--- src/rtl/axil_pkg.sv ---
// Shared AXI4-Lite definitions for the read initiator.
// Holds the read FSM state encoding, the RRESP codes and the AXI-Lite data width.
package axil_pkg;

   // The AXI-Lite data bus is one 32-bit word.
   localparam int AXIL_DATA_W = 32;

   // Read FSM state encoding.
   localparam logic [2:0] ST_IDLE  = 3'd0;
   localparam logic [2:0] ST_ADDR  = 3'd1;
   localparam logic [2:0] ST_DATA  = 3'd2;
   localparam logic [2:0] ST_RESP  = 3'd3;
   localparam logic [2:0] ST_FLUSH = 3'd4;

   typedef enum logic [2:0] {
      IDLE  = ST_IDLE,
      ADDR  = ST_ADDR,
      DATA  = ST_DATA,
      RESP  = ST_RESP,
      FLUSH = ST_FLUSH
   } state_t;

   // RRESP codes.
   localparam logic [1:0] OKAY   = 2'b00;
   localparam logic [1:0] EXOKAY = 2'b01;
   localparam logic [1:0] SLVERR = 2'b10;
   localparam logic [1:0] DECERR = 2'b11;

endpackage

--- src/rtl/axil_timeout_cnt.sv ---
// Data-phase timeout counter.
// Ports:
//   clk, rst_n : clock, synchronous active-low reset
//   clear      : zero the count (takes priority over enable)
//   enable     : advance the count by one this cycle
//   expire     : high in the cycle whose increment brings the count to
//                TIMEOUT_CYCLES; tied low when TIMEOUT_CYCLES = 0
module axil_timeout_cnt
   import axil_pkg::*;
#(
   parameter int TIMEOUT_CYCLES = 256
) (
   input  logic clk,
   input  logic rst_n,
   input  logic clear,
   input  logic enable,
   output logic expire
);

   localparam int CW = (TIMEOUT_CYCLES > 0) ? $clog2(TIMEOUT_CYCLES + 1) : 1;
   localparam logic [CW-1:0] LAST = CW'((TIMEOUT_CYCLES > 0) ? TIMEOUT_CYCLES - 1 : 0);

   logic [CW-1:0] count;

   always_ff @(posedge clk) begin
      if (!rst_n) begin
         count <= '0;
      end else if (clear) begin
         count <= '0;
      end else if (enable && (TIMEOUT_CYCLES != 0)) begin
         count <= count + CW'(1);
      end
   end

   // Expire is flagged by the increment that would reach the limit, so the
   // caller sees exactly TIMEOUT_CYCLES enabled cycles before it fires.
   generate
      if (TIMEOUT_CYCLES == 0) begin : g_no_timeout
         assign expire = 1'b0;
      end else begin : g_timeout
         assign expire = enable && !clear && (count == LAST);
      end
   endgenerate

endmodule

--- src/rtl/user_maxil_device.sv ---
// AXI4-Lite read initiator. Takes single-word read commands on a valid/ready
// command port, runs the AR and R channels, and returns data/response on a
// valid/ready result port. A data-phase timeout answers for silent slaves.
// Handshakes: a transfer happens on a rising edge where valid and ready are
// both high; a valid is never withdrawn and its payload never changes until
// that transfer.
// Ports:
//   user_maxil_clk, user_maxil_rst_n    : clock, synchronous active-low reset
//   cmd_valid/cmd_ready/cmd_addr        : read command from user logic
//   rsp_valid/rsp_ready/rsp_data/
//   rsp_resp/rsp_timeout                : read result to user logic
//   user_port_ar*                       : AXI-Lite read address channel
//   user_port_r*                        : AXI-Lite read data channel
//   dbg_state                           : current FSM state (axil_pkg encoding)
module user_maxil_device
   import axil_pkg::*;
#(
   parameter int ADDR_WIDTH     = 32,
   parameter int DATA_WIDTH     = 32,
   parameter int TIMEOUT_CYCLES = 256
) (
   input  logic                  user_maxil_clk,
   input  logic                  user_maxil_rst_n,
   input  logic                  cmd_valid,
   output logic                  cmd_ready,
   input  logic [ADDR_WIDTH-1:0] cmd_addr,
   output logic                  rsp_valid,
   input  logic                  rsp_ready,
   output logic [DATA_WIDTH-1:0] rsp_data,
   output logic [1:0]            rsp_resp,
   output logic                  rsp_timeout,
   output logic                  user_port_arvalid,
   input  logic                  user_port_arready,
   output logic [ADDR_WIDTH-1:0] user_port_araddr,
   output logic [2:0]            user_port_arprot,
   input  logic                  user_port_rvalid,
   output logic                  user_port_rready,
   input  logic [DATA_WIDTH-1:0] user_port_rdata,
   input  logic [1:0]            user_port_rresp,
   output logic [2:0]            dbg_state
);

   state_t                state, state_d;
   logic                  cmd_ready_d;
   logic                  arvalid_d, rready_d;
   logic [ADDR_WIDTH-1:0] araddr_d;
   logic                  rsp_valid_d, rsp_timeout_d;
   logic [DATA_WIDTH-1:0] rsp_data_d;
   logic [1:0]            rsp_resp_d;
   logic                  cnt_clear, cnt_enable, cnt_expire;

   axil_timeout_cnt #(
      .TIMEOUT_CYCLES (TIMEOUT_CYCLES)
   ) u_timeout (
      .clk    (user_maxil_clk),
      .rst_n  (user_maxil_rst_n),
      .clear  (cnt_clear),
      .enable (cnt_enable),
      .expire (cnt_expire)
   );

   assign user_port_arprot = 3'b000;
   assign dbg_state        = state;

   always_ff @(posedge user_maxil_clk) begin
      if (!user_maxil_rst_n) begin
         state             <= IDLE;
         cmd_ready         <= 1'b0;
         user_port_arvalid <= 1'b0;
         user_port_araddr  <= '0;
         user_port_rready  <= 1'b0;
         rsp_valid         <= 1'b0;
         rsp_data          <= '0;
         rsp_resp          <= OKAY;
         rsp_timeout       <= 1'b0;
      end else begin
         state             <= state_d;
         cmd_ready         <= cmd_ready_d;
         user_port_arvalid <= arvalid_d;
         user_port_araddr  <= araddr_d;
         user_port_rready  <= rready_d;
         rsp_valid         <= rsp_valid_d;
         rsp_data          <= rsp_data_d;
         rsp_resp          <= rsp_resp_d;
         rsp_timeout       <= rsp_timeout_d;
      end
   end

   always_comb begin
      state_d       = state;
      arvalid_d     = user_port_arvalid;
      araddr_d      = user_port_araddr;
      rready_d      = user_port_rready;
      rsp_valid_d   = rsp_valid;
      rsp_data_d    = rsp_data;
      rsp_resp_d    = rsp_resp;
      rsp_timeout_d = rsp_timeout;
      cnt_clear     = 1'b0;
      cnt_enable    = 1'b0;

      case (state)
         IDLE: begin
            // cmd_ready is still low for the first cycle out of reset.
            if (cmd_valid && cmd_ready) begin
               araddr_d  = {cmd_addr[ADDR_WIDTH-1:2], 2'b00};
               arvalid_d = 1'b1;
               state_d   = ADDR;
            end
         end
         ADDR: begin
            if (user_port_arready) begin
               arvalid_d = 1'b0;
               rready_d  = 1'b1;
               cnt_clear = 1'b1;
               state_d   = DATA;
            end
         end
         DATA: begin
            // The counter only runs on cycles without rvalid, so a response
            // arriving in the expiring cycle wins over the timeout.
            if (user_port_rvalid) begin
               rsp_data_d    = user_port_rdata;
               rsp_resp_d    = user_port_rresp;
               rsp_timeout_d = 1'b0;
               rready_d      = 1'b0;
               rsp_valid_d   = 1'b1;
               state_d       = RESP;
            end else begin
               cnt_enable = 1'b1;
               if (cnt_expire) begin
                  rsp_data_d    = '0;
                  rsp_resp_d    = SLVERR;
                  rsp_timeout_d = 1'b1;
                  rsp_valid_d   = 1'b1;
                  state_d       = FLUSH;
               end
            end
         end
         RESP: begin
            if (rsp_ready) begin
               rsp_valid_d = 1'b0;
               state_d     = IDLE;
            end
         end
         FLUSH: begin
            // Result delivery and absorbing the late R beat finish
            // independently; each register doubles as its own pending flag.
            if (rsp_ready) begin
               rsp_valid_d = 1'b0;
            end
            if (user_port_rvalid) begin
               rready_d = 1'b0;
            end
            if (!rsp_valid_d && !rready_d) begin
               state_d = IDLE;
            end
         end
         default: begin
            state_d = IDLE;
         end
      endcase

      cmd_ready_d = (state_d == IDLE);
   end

endmodule

--- config.mk ---
export PLATFORM = sky130hd
export DESIGN_NAME = user_maxil_device
export DESIGN_NICKNAME = d
export VERILOG_FILES = /design/src/rtl/axil_pkg.sv /design/src/rtl/axil_timeout_cnt.sv /design/src/rtl/user_maxil_device.sv
export SDC_FILE = /design/constraint.sdc
export NUM_CORES = 1
export LEC_CHECK = 0
export ABC_AREA = 1
export CORE_MARGIN = 2
export CORE_UTILIZATION = 46
export CTS_BUF_LIST = sky130_fd_sc_hd__clkbuf_2 sky130_fd_sc_hd__clkbuf_4 sky130_fd_sc_hd__clkbuf_8
export DETAILED_ROUTE_END_ITERATION = 8
export PLACE_DENSITY = 0.88
export SLEW_MARGIN = 20
export SYNTH_ARGS = -nofsm -noshare
export SYNTH_HDL_FRONTEND = slang
export SYNTH_SLANG_ARGS = --single-unit
--- constraint.sdc ---
create_clock -name user_maxil_clk -period 4.9 [get_ports user_maxil_clk]
set_input_delay 1.47 -clock user_maxil_clk [delete_from_list [all_inputs] [get_ports user_maxil_clk]]
set_output_delay 1.47 -clock user_maxil_clk [all_outputs]
set_load 0.01 [all_outputs]
After elaboration in Yosys (flattened, before gate mapping)
Cells that the tools add are included.
- flip-flop bits (word level): 81
- bits in latches: 0
- RAM bits: 0
- bits in read-only memories: 0
- input bits: 72
- word-level logic and storage cells: 67
- memories: 0
- add/subtract/negate cells: 1
- $mul: 0
- divide/modulo/power cells: 0
- magnitude comparators: 0
- eq/ne operators: 8
- shift-type cells: 0
- mux-type cells: 28
- bitwise logic cells: 1
- reduce and logical (&&, ||, !) cells: 19
- operators by type and width (kind ; number):
    $mux 32 ; 2
    $mux 3 ; 6
    $pmux 3 s5 ; 1
    $mux 1 ; 14
    $add 9x1->9 const B ; 1
    $eq 9x8->1 const B ; 1
    $reduce_and 2->1 ; 4
    $eq 3x2->1 const B ; 2
    $logic_not 3->1 ; 2
    $pmux 1 s3 ; 2
    $reduce_bool 3->1 ; 2
    $logic_and 1x1->1 ; 4
    $mux 2 ; 2
    $ne 2x2->1 const B ; 2
    $reduce_bool 2->1 ; 2
    $eq 3x1->1 const B ; 1
    $eq 3x3->1 const B ; 1
    $logic_not 1->1 ; 3
    $ne 3x3->1 const B ; 1
    $reduce_and 3->1 ; 1
    $pmux 1 s2 ; 1
    $reduce_or 2->1 ; 1
    $not 1->1 ; 1

Logic depth before layout (Yosys ltp)
Gate-level depths: netlist (run 1).
- word-level depth: 9
- gate-level depth with buffers: 10
- mapped depth without buffers: 10

Hierarchy
From an unflattened synthesis (run 1), not the netlist that was laid out.
- cell total of the unflattened synthesis: 422
- area total of the unflattened synthesis: 3186.8 um2
- modules (own cells, without submodules) (module ; instances ; cells an instance ; area each (um2) ; sequential area each (um2)):
    user_maxil_device ; 1 ; 356 ; 2711.4 ; 1441.4
    axil_timeout_cnt ; 1 ; 66 ; 475.5 ; 180.2

Worst setup path before layout (run 1)
No wires, ideal clock.
- kind: input-to-reg
- from: in user_maxil_rst_n
- to: reg state[0] (netlist: dbg_state[0])
- data arrival time: 2027 ps
- data required time: 4763 ps
- slack: 2735 ps
- stages: 3
- cell sequence: inv_1 -> clkbuf_1 -> nor2_1
- RTL lines (item ; line ; source):
    from (decl) ; user_maxil_device.sv:23 ; input logic user_maxil_rst_n,
    to (signal assigned) ; user_maxil_device.sv:77 ; state <= state_d;
    to (decl) ; user_maxil_device.sv:43 ; state_t state, state_d;
No word-level cell between the ends.

Worst setup path after layout (run 1)
- from: in cmd_valid
- to: reg user_port_araddr[29]
- cells in the longest elaborated chain, start to end: 2
- RTL lines (item ; line ; source):
    from (decl) ; user_maxil_device.sv:24 ; input logic cmd_valid,
    $logic_and 1x1->1 ; user_maxil_device.sv:104 ; if (cmd_valid && cmd_ready) begin
    $reduce_and 2->1 (no line) ; -- ;
    to (signal assigned) ; user_maxil_device.sv:80 ; user_port_araddr <= araddr_d;
    to (decl) ; user_maxil_device.sv:34 ; output logic [ADDR_WIDTH-1:0] user_port_araddr,
Every way passes these cells.
A chain may end at the register's enable or synchronous reset.

==> reports/qor.yml, run 1 <==
layout:
  regArea_um2: 1620
  final_cell_mix: "141 x clkdlybuf4s50_1, 81 x dfxtp_1, 80 x nand2_1"
  drive_gt1_share_pct: 13.2
  final_common_cell: "clkdlybuf4s50_1"
  multi_input_area_um2: 1410
  area_growth_pct: 49.1
  antenna_cells: 0
  final_nets: 613
  fill_cells: 552
critical_path:
  required_ps: 5180
  cp_slowest_cell: "inv_2"
  critical_path_class: "input pin to flip-flop"
  cp_common_cell: "nor2_1"
  r2r_cells: 7
  cp.buffers_inverters: 2
  cp-start-kind: "input pin"
  crit_arrival_ps: 3450
  rrSetupSlack_ps: 2720
  crit_family: "buffers and inverters"
  worstSetupEndpointType: "flip-flop"
  path_cells: "clkdlybuf4s50_1 -> nand4_2 -> inv_2 -> nor2_1 -> nor2_1"
  path_max_fanout: 33
  slowest_delay_ps: 670
  path_depth: 5
sta:
  slew_headroom_pct: 40.3
  tightest_slew_ps: 893
  rsz0062_at_grt: "no"
  maxSlewViolCount: 0
  clock_skew_ps: 9.72
  setup_viol: 0
  finalCritPeriodShare_pct: 64.7
  fin_crit_ps: 3170
  hold_viol: 0
  fin_tns_setup_ps: 0
  fmax_mhz: 315
  setup_slack_ps: 1730
grt:
  grt_pass1_vias: 3050
  grt_overflow_total: 0
  antenna_found_initial: 0
  grt_max_degree: 36
  grt_usage_pct: 22.0
  grt_pass1_wl_um: 13600
synth:
  ys_types: 31
  ys_ff_latch: 81
  ys_top_cells_by_area: "dfxtp_1 49%, nand2_1 9.2%, nor2_1 8.4%, a21oi_2 5.6%, o21ai_0 5.2%"
  syn_avg_cell_area_um2: 8.07
  ys_seq_area_share_pct: 49.5
  synth_top_area_share_pct: 49.5
  synth_warnings: 0
  postSynthCellCount: 406
  synth_top_area_cell: "dfxtp_1"
  synth_area_um2: 3280
clock_tree:
  ctsResizeCount: 0
  clockBufferDepth: 2
  clock_latency_ps: 340
  clk_pin_slew_ps: 80
  htreeDepth: 3
  cts_buffers: 9
  root_buffer: "clkbuf_8"
  postCtsSetupRepairBufs: 0
  clock_sinks: 81
  hold_buffers: 0
  cts_tree: "yes"
place:
  numPortBuffers: 141
  dp_hpwl_um: 6130
  gp_congestion: 0.807
  preCtsSetupSlack_ps: 1340
routing:
  vias: 3110
  met3_length_um: 772
  ant_nets: 0
  drt-initial-drc-count: 132
  drt_wl_total_um: 8530
  wire_per_inst_um: 13.3
  met2_length_um: 4340
  via_per_inst: 4.86
  wl_met1_um: 3260
  drc: 0
  routed.top_layer: "met4"
  dr.pass1.iters: 4
floorplanning:
  die_height_um: 88.4
  coreArea_um2: 6830
  rows: 30
  start_util_pct: 48.0
  die_w_um: 88.4
  io_pins: 149
  die_area_um2: 7810
power:
  leakage_uw: 0.00178
  vdd_ir_drop_max_mv: 0.201
  power_density_nw_per_um2: 314
hold_path:
  hold_class: "flip-flop to flip-flop"
  hold_depth: 2
status:
  status: "completed"
flow_run:
  cap_violations: 0
-- per-stage QoR --
step | cells | area [µm²] | total power [µW] | utilization [%] | hold slack [ps]
final | 640 | 4890 | 1530 | 71.5 | 456
after global routing | 640 | 4890 | 1600 | 71.5 | 486
after CTS | 640 | 4890 | 1550 | 71.5 | 457
after detailed placement | 624 | 4660 | 998 | 68.2 | 445
after global placement | 624 | 4660 | 990 | 68.2 | 433
after floorplan | 410 | 3290 | 854 | - | 457
-- where the power goes --
| group | internal, µW | leakage [µW] | switching (µW) | total [µW] |
|---|---|---|---|---|
| logic | 142 | 0.00100 | 121 | 264 |
| clock network | 310 | 0.000118 | 241 | 552 |
| registers | 696 | 0.000658 | 22.3 | 719 |
-- worst paths after layout --
kind,from,to
worst max-delay path,cmd_valid,user_port_araddr[29]
worst min-delay path,rsp_resp[1],rsp_resp[1]
worst max register to register,u_timeout.count[0],rsp_data[29]
worst min register to register,rsp_resp[1],rsp_resp[1]
-- synthesized netlist by cell type (all sizes together) --
master and number:
a21oi 46, buf 15, clkbuf 10, clkinv 1, conb 1, dfxtp 81
ha 2, inv 18, nand2 102, nand3 8, nand3b 1, nand4 7
nor2 76, nor3b 1, o21a 1, o21ai 35, xnor2 1
-- cell families (layout without fill, tap and decap cells) --
group | Yosys count | count (layout) | synth area share, %
and+or+nand+nor | 195 | 195 | 26.1
DFF | 81 | 81 | 49.5
other | 1 | 5 | 0.114
AOI/OAI and AO/OA | 82 | 82 | 15.3
adders and majority gates | 2 | 2 | 0.764
xor gates and xnor gates | 1 | 1 | 0.267
buffers and inverters | 44 | 178 | 7.90
-- worst min-delay path, stage by stage (launching register included) --
cell and delay (ps):
dfxtp_1 320, inv_1 50, a21oi_1 50
-- registers in the layout, indices dropped and copies added, names as in the netlist --
signal and count:
rsp_data 32, user_port_araddr 30, u_timeout.count 9, dbg_state 3, rsp_resp 2, cmd_ready 1
rsp_timeout 1, rsp_valid 1, user_port_arvalid 1, user_port_rready 1
-- layout make-up --
| type | count | share of cell area, % |
|---|---|---|
| Multi-Input combinational cell | 285 | 28.9 |
| Clock buffer | 11 | 2.97 |
| Timing Repair Buffer | 143 | 29.2 |
| Sequential cell | 81 | 33.2 |
| Clock inverter | 5 | 1.77 |
| Inverter | 19 | 1.56 |
| Tap cell | 96 | 2.46 |
-- layer usage --
| metal | GRT usage (%) | vias to the layer above |
|---|---|---|
| met5 | 0 | - |
| met4 | 8.68 | 0 |
| met3 | 8.58 | 13 |
| met2 | 39.0 | 114 |
| met1 | 23.5 | 1433 |
| li1 | - | 1550 |
No activity file was read; power rests on OpenSTA's default activity.
==> run 2: changes to the inputs <==
Settings changed: CORE_UTILIZATION 46 to 43, PLACE_DENSITY 0.88 to 0.83.
Clock period 4.9 ns to 3.05 ns, I/O delays scaled along.
==> reports/qor.yml, run 2 (synthesis gave the netlist of run 1 again) <==
layout:
  top_register: "rsp_data"  # unchanged
  area_growth_pct: 50.1  # was 49.1%
  finish.instance_area_um2: 4920  # was 4890 µm²
  antenna_cells: 0  # unchanged
  drive_gt1_share_pct: 13.9  # was 13.2%
  final_common_cell: "clkdlybuf4s50_1"  # unchanged
  final_nets: 617  # was 613
  largest_reg_flops: 32  # unchanged
  top_regs: "rsp_data (32), user_port_araddr (30), u_timeout.count (9)"  # unchanged
  final_cell_mix: "141 x clkdlybuf4s50_1, 81 x dfxtp_1, 80 x nand2_1"  # unchanged
critical_path:
  cp-start-kind: "flip-flop"  # was input pin
  path_max_fanout: 7  # was 33
  rrSetupSlack_ps: 1150  # was 2720 ps
  cp.buffers_inverters: 1  # was 2
  critical_path_class: "flip-flop to primary output"  # was input pin to flip-flop
  path_cells: "clkdlybuf4s50_1"  # was clkdlybuf4s50_1 -> nand4_2 -> inv_2 -> nor2_1 -> nor2_1
  cp_slowest_cell: "clkdlybuf4s50_1"  # was inv_2
  worstSetupEndpointType: "primary output"  # was flip-flop
  crit_arrival_ps: 1470  # was 3450 ps
  slowest_delay_ps: 620  # was 670 ps
  required_ps: 2130  # was 5180 ps
  crit_family: "buffers and inverters"  # unchanged
floorplanning:
  die_area_um2: 8330  # was 7810 µm²
  die_w_um: 91.3  # was 88.4 µm
  die_height_um: 91.3  # was 88.4 µm
  io_pins: 149  # unchanged
  rows: 31  # was 30
  coreArea_um2: 7330  # was 6830 µm²
  start_util_pct: 44.7  # was 48.0%
clock_tree:
  clock_sinks: 81  # unchanged
  clockBufferDepth: 2  # unchanged
  hold_buffers: 0  # unchanged
  root_buffer: "clkbuf_8"  # unchanged
  htreeDepth: 3  # unchanged
  clk_pin_slew_ps: 80  # about the same
  postCtsSetupRepairBufs: 0  # unchanged
  ctsResizeCount: 0  # unchanged
  cts_tree: "yes"  # unchanged
  clock_latency_ps: 340  # about the same
  cts_buffers: 9  # unchanged
grt:
  grt_max_degree: 35  # was 36
  grt_pass1_wl_um: 13800  # was 13600 µm
  grt_overflow_total: 0  # unchanged
  antenna_found_initial: 0  # unchanged
  grt_usage_pct: 20.3  # was 22.0%
  grt_pass1_vias: 3121  # was 3050
routing:
  vias: 3087  # was 3110
  drc: 0  # unchanged
  via_per_inst: 4.77  # was 4.86
  drt_wl_total_um: 8290  # was 8530 µm
  dr.pass1.iters: 6  # was 4
  drt-initial-drc-count: 132  # unchanged
  ant_nets: 0  # unchanged
  wire_per_inst_um: 12.8  # was 13.3 µm
flow_run:
  cap_violations: 0  # unchanged
place:
  numPortBuffers: 141  # unchanged
  place_area_um2: 4690  # was 4660 µm²
  gp_congestion: 0.911  # was 0.807
  dp_hpwl_um: 6090  # was 6130 µm
power:
  vdd_ir_drop_max_mv: 0.232  # was 0.201 mV
  power_density_nw_per_um2: 499  # was 314 nW/µm²
  leakage_uw: 0.00179  # was 0.00178 µW
sta:
  hold_viol: 0  # unchanged
  setup_viol: 0  # unchanged
  fin_crit_ps: 2380
  rsz0062_at_grt: "no"  # unchanged
  fmax_mhz: 420
  maxSlewViolCount: 0  # unchanged
  finalCritPeriodShare_pct: 78.1
  fin_tns_setup_ps: 0  # unchanged
  clock_skew_ps: 9.68  # was 9.72 ps
status:
  status: "completed"  # unchanged
hold_path:
  hold_class: "flip-flop to flip-flop"  # unchanged
run 2: changes by cell type in the layout (fill, tap and decap cells not counted):
cell        delta
clkinvlp_4     +1
clkbuf_4       +1
buf_4          +4
clkinv_4       -1
inv_6          -1
run 2: per-stage QoR:
| step | std cells | worst slack [ps] | utilization, % | total power, µW | hold WS [ps] |
|---|---|---|---|---|---|
| floorplan | 410 | 1440 | - | 1370 | 457 |
| global placement | 631 | 618 | 64.0 | 1600 | 440 |
| detailed placement | 631 | 542 | 64.0 | 1610 | 456 |
| CTS | 647 | 659 | 67.1 | 2480 | 467 |
| global route | 647 | 613 | 67.1 | 2570 | 484 |
| finish | 647 | 669 | 67.1 | 2460 | 467 |
run 2: final cells by class:
| type | instances | area [µm²] |
|---|---|---|
| flip-flops and latches | 81 | 1620 |
| multi-input cells | 285 | 1410 |
| fillers | 616 | 2410 |
| repair buffers | 147 | 1460 |
| well taps | 99 | 124 |
| clock buffers | 12 | 153 |
| inverters | 19 | 76.3 |
| clock inverters | 4 | 76.3 |
run 2: power breakdown:
group	switching, µW	internal, µW	total [µW]
Clock	370	504	873
Combinational	194	234	428
Sequential	36.0	1120	1150
Total	600	1860	2460
run 2: per-layer routing:
metal  track usage [%]  vias up  share of wire (%)
met5                 0        -                  0
met4              8.46        0                2.2
met3              6.31       14                7.7
met2              36.5      109                 50
met1              21.9     1397                 40
li1                  -     1567                  -
run 2: path summary, 6_finish.rpt:
| kind | startpoint | endpoint | cells after the start |
|---|---|---|---|
| worst min register to register | rsp_data[25] | rsp_data[25] | 2 |
| worst min-delay path | rsp_data[25] | rsp_data[25] | 2 |
| worst max register to register | u_timeout.count[1] | rsp_data[3] | 8 |
| worst max-delay path | dbg_state[0] | dbg_state[0] | 1 |
